**src/rtl/booth_radix4_mult_if.sv**
```systemverilog
// Operand/result bus of the radix-4 Booth multiplier.
// Ports: bgn, inbus (master -> slave); done, outbus (slave -> master).
interface booth_radix4_mult_if;
   logic       bgn;
   logic [7:0] inbus;
   logic       done;
   logic [8:0] outbus;

   modport master (
      output bgn,
      output inbus,
      input  done,
      input  outbus
   );

   modport slave (
      input  bgn,
      input  inbus,
      output done,
      output outbus
   );
endinterface

```
**src/rtl/booth_radix4_mult.sv**
```systemverilog
// Sequential 8x8 signed multiplier, radix-4 Booth, 4 add/shift pairs.
// Ports: clk, rst_b (sync active-high reset), bus (slave: bgn/inbus in,
// done/outbus out; product leaves as A[8:0] then {0,Q}).
module booth_radix4_mult (
   input  logic               clk,
   input  logic               rst_b,
   booth_radix4_mult_if.slave bus
);

   typedef enum logic [2:0] {
      S_IDLE,
      S_LOAD_M,
      S_LOAD_Q,
      S_ADD,
      S_SHIFT,
      S_OUT_A,
      S_OUT_Q,
      S_DONE
   } state_t;

   state_t      state_q, state_d;
   logic [9:0]  a_q, a_d;
   logic [7:0]  m_q, m_d;
   logic [7:0]  q_q, q_d;
   logic        qm1_q, qm1_d;
   logic [1:0]  cnt_q, cnt_d;

   logic [9:0]  m_ext;
   logic [9:0]  opnd;
   logic        neg;
   logic [9:0]  addend;
   logic [20:0] shifted;

   assign m_ext  = {{2{m_q[7]}}, m_q};
   // Subtraction is the inverted operand plus a carry-in of one.
   assign addend = neg ? ~opnd : opnd;
   // A[9] is replicated into the two MSBs vacated by the shift.
   assign shifted = {{2{a_q[9]}}, a_q, q_q, qm1_q};

   always_comb begin
      opnd = '0;
      neg  = 1'b0;
      unique case ({q_q[1:0], qm1_q})
         3'b001, 3'b010: opnd = m_ext;
         3'b011:         opnd = {m_ext[8:0], 1'b0};
         3'b100: begin
            opnd = {m_ext[8:0], 1'b0};
            neg  = 1'b1;
         end
         3'b101, 3'b110: begin
            opnd = m_ext;
            neg  = 1'b1;
         end
         default: opnd = '0;
      endcase
   end

   always_comb begin
      state_d = state_q;
      a_d     = a_q;
      m_d     = m_q;
      q_d     = q_q;
      qm1_d   = qm1_q;
      cnt_d   = cnt_q;
      unique case (state_q)
         S_IDLE: begin
            if (bus.bgn) state_d = S_LOAD_M;
         end
         S_LOAD_M: begin
            m_d     = bus.inbus;
            a_d     = '0;
            qm1_d   = 1'b0;
            cnt_d   = '0;
            state_d = S_LOAD_Q;
         end
         S_LOAD_Q: begin
            q_d     = bus.inbus;
            state_d = S_ADD;
         end
         S_ADD: begin
            a_d     = a_q + addend + {9'd0, neg};
            state_d = S_SHIFT;
         end
         S_SHIFT: begin
            a_d     = shifted[20:11];
            q_d     = shifted[10:3];
            qm1_d   = shifted[2];
            cnt_d   = cnt_q + 2'd1;
            state_d = (cnt_q == 2'd3) ? S_OUT_A : S_ADD;
         end
         S_OUT_A: state_d = S_OUT_Q;
         S_OUT_Q: state_d = S_DONE;
         S_DONE:  state_d = S_IDLE;
         default: state_d = S_IDLE;
      endcase
   end

   always_ff @(posedge clk) begin
      if (rst_b) begin
         state_q <= S_IDLE;
         a_q     <= '0;
         m_q     <= '0;
         q_q     <= '0;
         qm1_q   <= 1'b0;
         cnt_q   <= '0;
      end else begin
         state_q <= state_d;
         a_q     <= a_d;
         m_q     <= m_d;
         q_q     <= q_d;
         qm1_q   <= qm1_d;
         cnt_q   <= cnt_d;
      end
   end

   always_comb begin
      bus.done   = 1'b0;
      bus.outbus = '0;
      unique case (state_q)
         S_OUT_A: bus.outbus = a_q[8:0];
         S_OUT_Q: bus.outbus = {1'b0, q_q};
         S_DONE:  bus.done   = 1'b1;
         default: bus.outbus = '0;
      endcase
   end

endmodule

```
**src/flat_wrapper.sv**
```systemverilog
// flat-port wrapper written by rule: the top's interface ports become plain ports
module booth_radix4_mult_flat 
  (clk, rst_b, bus_bgn, bus_inbus, bus_done, bus_outbus);
  booth_radix4_mult_if bus_i ();
  input  logic clk;
  input  logic rst_b;
  input wire logic [$bits(bus_i.bgn)-1:0] bus_bgn;
  input wire logic [$bits(bus_i.inbus)-1:0] bus_inbus;
  output wire logic [$bits(bus_i.done)-1:0] bus_done;
  output wire logic [$bits(bus_i.outbus)-1:0] bus_outbus;
  assign bus_i.bgn = bus_bgn;
  assign bus_i.inbus = bus_inbus;
  assign bus_done = bus_i.done;
  assign bus_outbus = bus_i.outbus;
  booth_radix4_mult u_core (.clk(clk), .rst_b(rst_b), .bus(bus_i));
endmodule
```
**config.mk**
```make
export PLATFORM = sky130hd
export DESIGN_NAME = booth_radix4_mult_flat
export DESIGN_NICKNAME = d
export VERILOG_FILES = /design/src/rtl/booth_radix4_mult_if.sv /design/src/rtl/booth_radix4_mult.sv /design/src/flat_wrapper.sv
export SDC_FILE = /design/constraint.sdc
export NUM_CORES = 1
export LEC_CHECK = 0
export BUFFER_PORTS_ARGS = -buffer_cell sky130_fd_sc_hd__buf_4
export CAP_MARGIN = 15
export CORE_MARGIN = 1.5
export CORE_UTILIZATION = 50
export CTS_CLUSTER_SIZE = 20
export DETAILED_ROUTE_END_ITERATION = 6
export GPL_ROUTABILITY_DRIVEN = 0
export PLACE_DENSITY = 0.73
export SLEW_MARGIN = 20
export SYNTH_ARGS = -nofsm -noshare
export SYNTH_HDL_FRONTEND = slang
export SYNTH_SLANG_ARGS = --single-unit
```
**constraint.sdc**
```tcl
create_clock -name clk -period 5.1 [get_ports clk]
set_clock_uncertainty 0.15 [all_clocks]
set_input_delay 0.765 -clock clk [delete_from_list [all_inputs] [get_ports clk]]
set_output_delay 0.765 -clock clk [all_outputs]
set_load 0.01 [all_outputs]
```
==> metrics.txt <==
relative slew slack=52.1%; area leader, netlist=dfxtp_1; synth top area cells=dfxtp_1 (31%), nand2_1 (8.1%), ha_1 (7.8%); worst hold endpoint=u_core.m_q[4]; maximum VDD drop=0.169 mV; DP Cell Count=329; PwrDens=289 nW/um2; share of power burned in registers=42.3%; top cell type's share of synthesized area=30.7%; sequential-to-total area share from yosys stat=30.7%; leakage power=0.901 nW; Mapped Area=2090 um2; total power=0.685 mW; DRT antenna net count=0; worst r2r src=u_core.q_q[0]; Starting Density=52.2%; layout net count=311; vias=2011; Required @ worst endpoint=5.12 ns; final setup TNS=0 ns; PnR worst setup slack=1.91 ns; Syn. warnings=0; switching pwr=0.198 mW; DP HPWL=4020 um; drt total wl=5340 um; Hold Fails Final Rpt=0; # setup viols final=0; kind of critical path=reg -> reg; Post-DP Area=2250 um2; drt initial violations=168; Syn Area/Cell=7.65 um2; Netlist cell types=47; min-delay src=u_core.m_q[4]; worst-case reg-to-reg path depth=13; core area=4000 um2; sw frac=28.9%; Max H-tree Level=2; IO Count=21; fin area=2370 um2; TritonCTS clock tree=yes; Worst-Margin Slew=0.716 ns; first drt pass iteration count=4; utilization after layout=59.3%; max_cap viols=0; GRT Overall Usage=26.2%; wire length per cell=15.9 um; # DRC=0; Port Buffers=20; Crit. End Element=flop; Hold Crit Class=reg -> reg; status=complete, no violations; post-CTS resize count=0; CTS Sinks=32; Die W=67.6 um; Int Power=0.487 mW; number of synthesized register bits=32; Die Ht=67.6 um; RSZ-0062 raised after global routing=no; die area=4580 um2; global-route wire length before repair=8890 um; clock share of power=39.9%; WP data arrival=3.21 ns; critical path fanouts, max=8; clock root buffer=clkbuf_8; final worst-path cycle share=62.6%; Synthesized Nets=298; pre-CTS WS=1.93 ns; initial antenna violation count=0; Final Max Slew Viols=0; Vias/cell=5.97; vias in the first global route=1904; clk_lat worst skew=0.29 ns; Comb pwr share=17.8%; setup bufs post-CTS=0; grt ovf=0; R2R Setup Slk=1.91 ns; Diodes inserted=0; FMAX=313 MHz; pin count of the biggest net entering global routing=34; crit start category=flop; Fin Hold WS=0.331 ns; CTS Hold Buffers Added=0; Hold Path Cell Cnt=2; Std-Cell Rows=23; Final Non-Filler Cells=337; Syn Inst Count=273; synthesis-to-finish area growth=13.6%; FF-to-FF End=u_core.a_q[6]; total CTS buffers=5; clk slew on worst S/H paths=0.07 ns; proportion of layout cells with a drive suffix above 1=12.5%; Min Clock Period, post-route=3.19 ns; Clock Path Buffers=2
layout make-up:
| type | count | area, um2 |
|---|---|---|
| Fill cell | 378 | 1630 |
| Multi-Input combinational cell | 217 | 1350 |
| Sequential cell | 32 | 641 |
| Timing Repair Buffer | 22 | 165 |
| Clock buffer | 7 | 96.3 |
| Tap cell | 50 | 62.6 |
| Clock inverter | 1 | 30.0 |
| Inverter | 8 | 30.0 |
worst max-delay path by stage:
stage | from | cells after the start | endpoint
after global placement | u_core.qm1_q | 14 | u_core.a_q[8]
after floorplan | u_core.qm1_q | 13 | u_core.a_q[6]
final | u_core.q_q[0] | 13 | u_core.a_q[6]
after detailed placement | u_core.q_q[0] | 14 | u_core.a_q[8]
after CTS | u_core.q_q[0] | 13 | u_core.a_q[6]
after global routing | u_core.q_q[0] | 14 | u_core.a_q[6]
sequential cells by signal (all words and copies together), names as in the netlist:
signal / cells
u_core.m_q: 8
u_core.qm1_q: 1
u_core.a_q: 10
u_core.state_q: 3
u_core.cnt_q: 2
u_core.q_q: 8
cell families (layout without fill, tap and decap cells):
group           Yosys count  count (layout)  synth area share (%)
compound gates           82              82                  27.0
xor+xnor                 14              14                  5.87
fa+ha+maj                14              14                  8.74
buf+inv                  24              38                  4.79
flops                    32              32                  30.7
mux                       2               2                  1.26
simple gates            105             105                  21.7
worst max-delay path, stage by stage (launching register included):
cell and delay, ns:
dfxtp_1 0.39, inv_1 0.09, ha_1 0.20, mux2_2 0.33
a22oi_1 0.20, xor2_1 0.17, ha_1 0.29, nor2b_1 0.14
o21ai_0 0.20, a21boi_0 0.17, o21a_1 0.21, or3_1 0.30
a31oi_1 0.17, nor3_1 0.06
power by group through the flow:
stage | Combinational (mW) | Sequential (mW) | Clock, mW
3_3_place_gp | 0.120 | 0.294 | 0
3_5_place_dp | 0.122 | 0.295 | 0
2_1_floorplan | 0.102 | 0.281 | 0
5_1_grt | 0.137 | 0.292 | 0.287
6_report | 0.122 | 0.290 | 0.274
4_1_cts | 0.122 | 0.289 | 0.276
metal layers:
layer  share of wire, %  routed length (um)  GRT usage (%)  vias to the layer above
met2                 49                2600           44.9                       53
met5                  0                   0              0                        -
met4                1.8                  96           9.44                        0
li1                   -                   -              -                     1006
met3                5.3                 282           6.83                        9
met1                 44                2360           31.4                      943
cell usage in the layout, fill, tap and decap left out, types with 7 or more instances in the layout:
cell type	instances
xor2_1	10
nand2_1	45
ha_1	13
o21ai_0	10
dfxtp_1	32
inv_1	7
clkbuf_8	7
a22oi_1	19
a21oi_1	20
nor2_1	34
buf_4	22
synthesized netlist by cell type, drive strengths merged:
| library cell | instances |
|---|---|
| nand3b | 1 |
| a22o | 1 |
| a21oi | 20 |
| and2 | 1 |
| nor3 | 6 |
| o22ai | 2 |
| a311oi | 5 |
| clkbuf | 13 |
| dfxtp | 32 |
| a222oi | 1 |
| a22oi | 19 |
| a221oi | 2 |
| a211oi | 5 |
| and3b | 1 |
| or4 | 1 |
| fa | 1 |
| o21ai | 13 |
| ha | 13 |
| nand2b | 2 |
| o31ai | 3 |
| clkinv | 1 |
| buf | 3 |
| a31oi | 6 |
| xor2 | 10 |
| a21boi | 1 |
| nand2 | 45 |
| inv | 7 |
| nor3b | 1 |
| nor2 | 34 |
| o21a | 1 |
| xnor2 | 4 |
| nor2b | 2 |
| nor4 | 1 |
| nand3 | 4 |
| mux2 | 2 |
| o2111ai | 1 |
| and3 | 2 |
| a21o | 1 |
| or3 | 4 |
| a2111oi | 1 |
(Power assumes the default switching activity.)
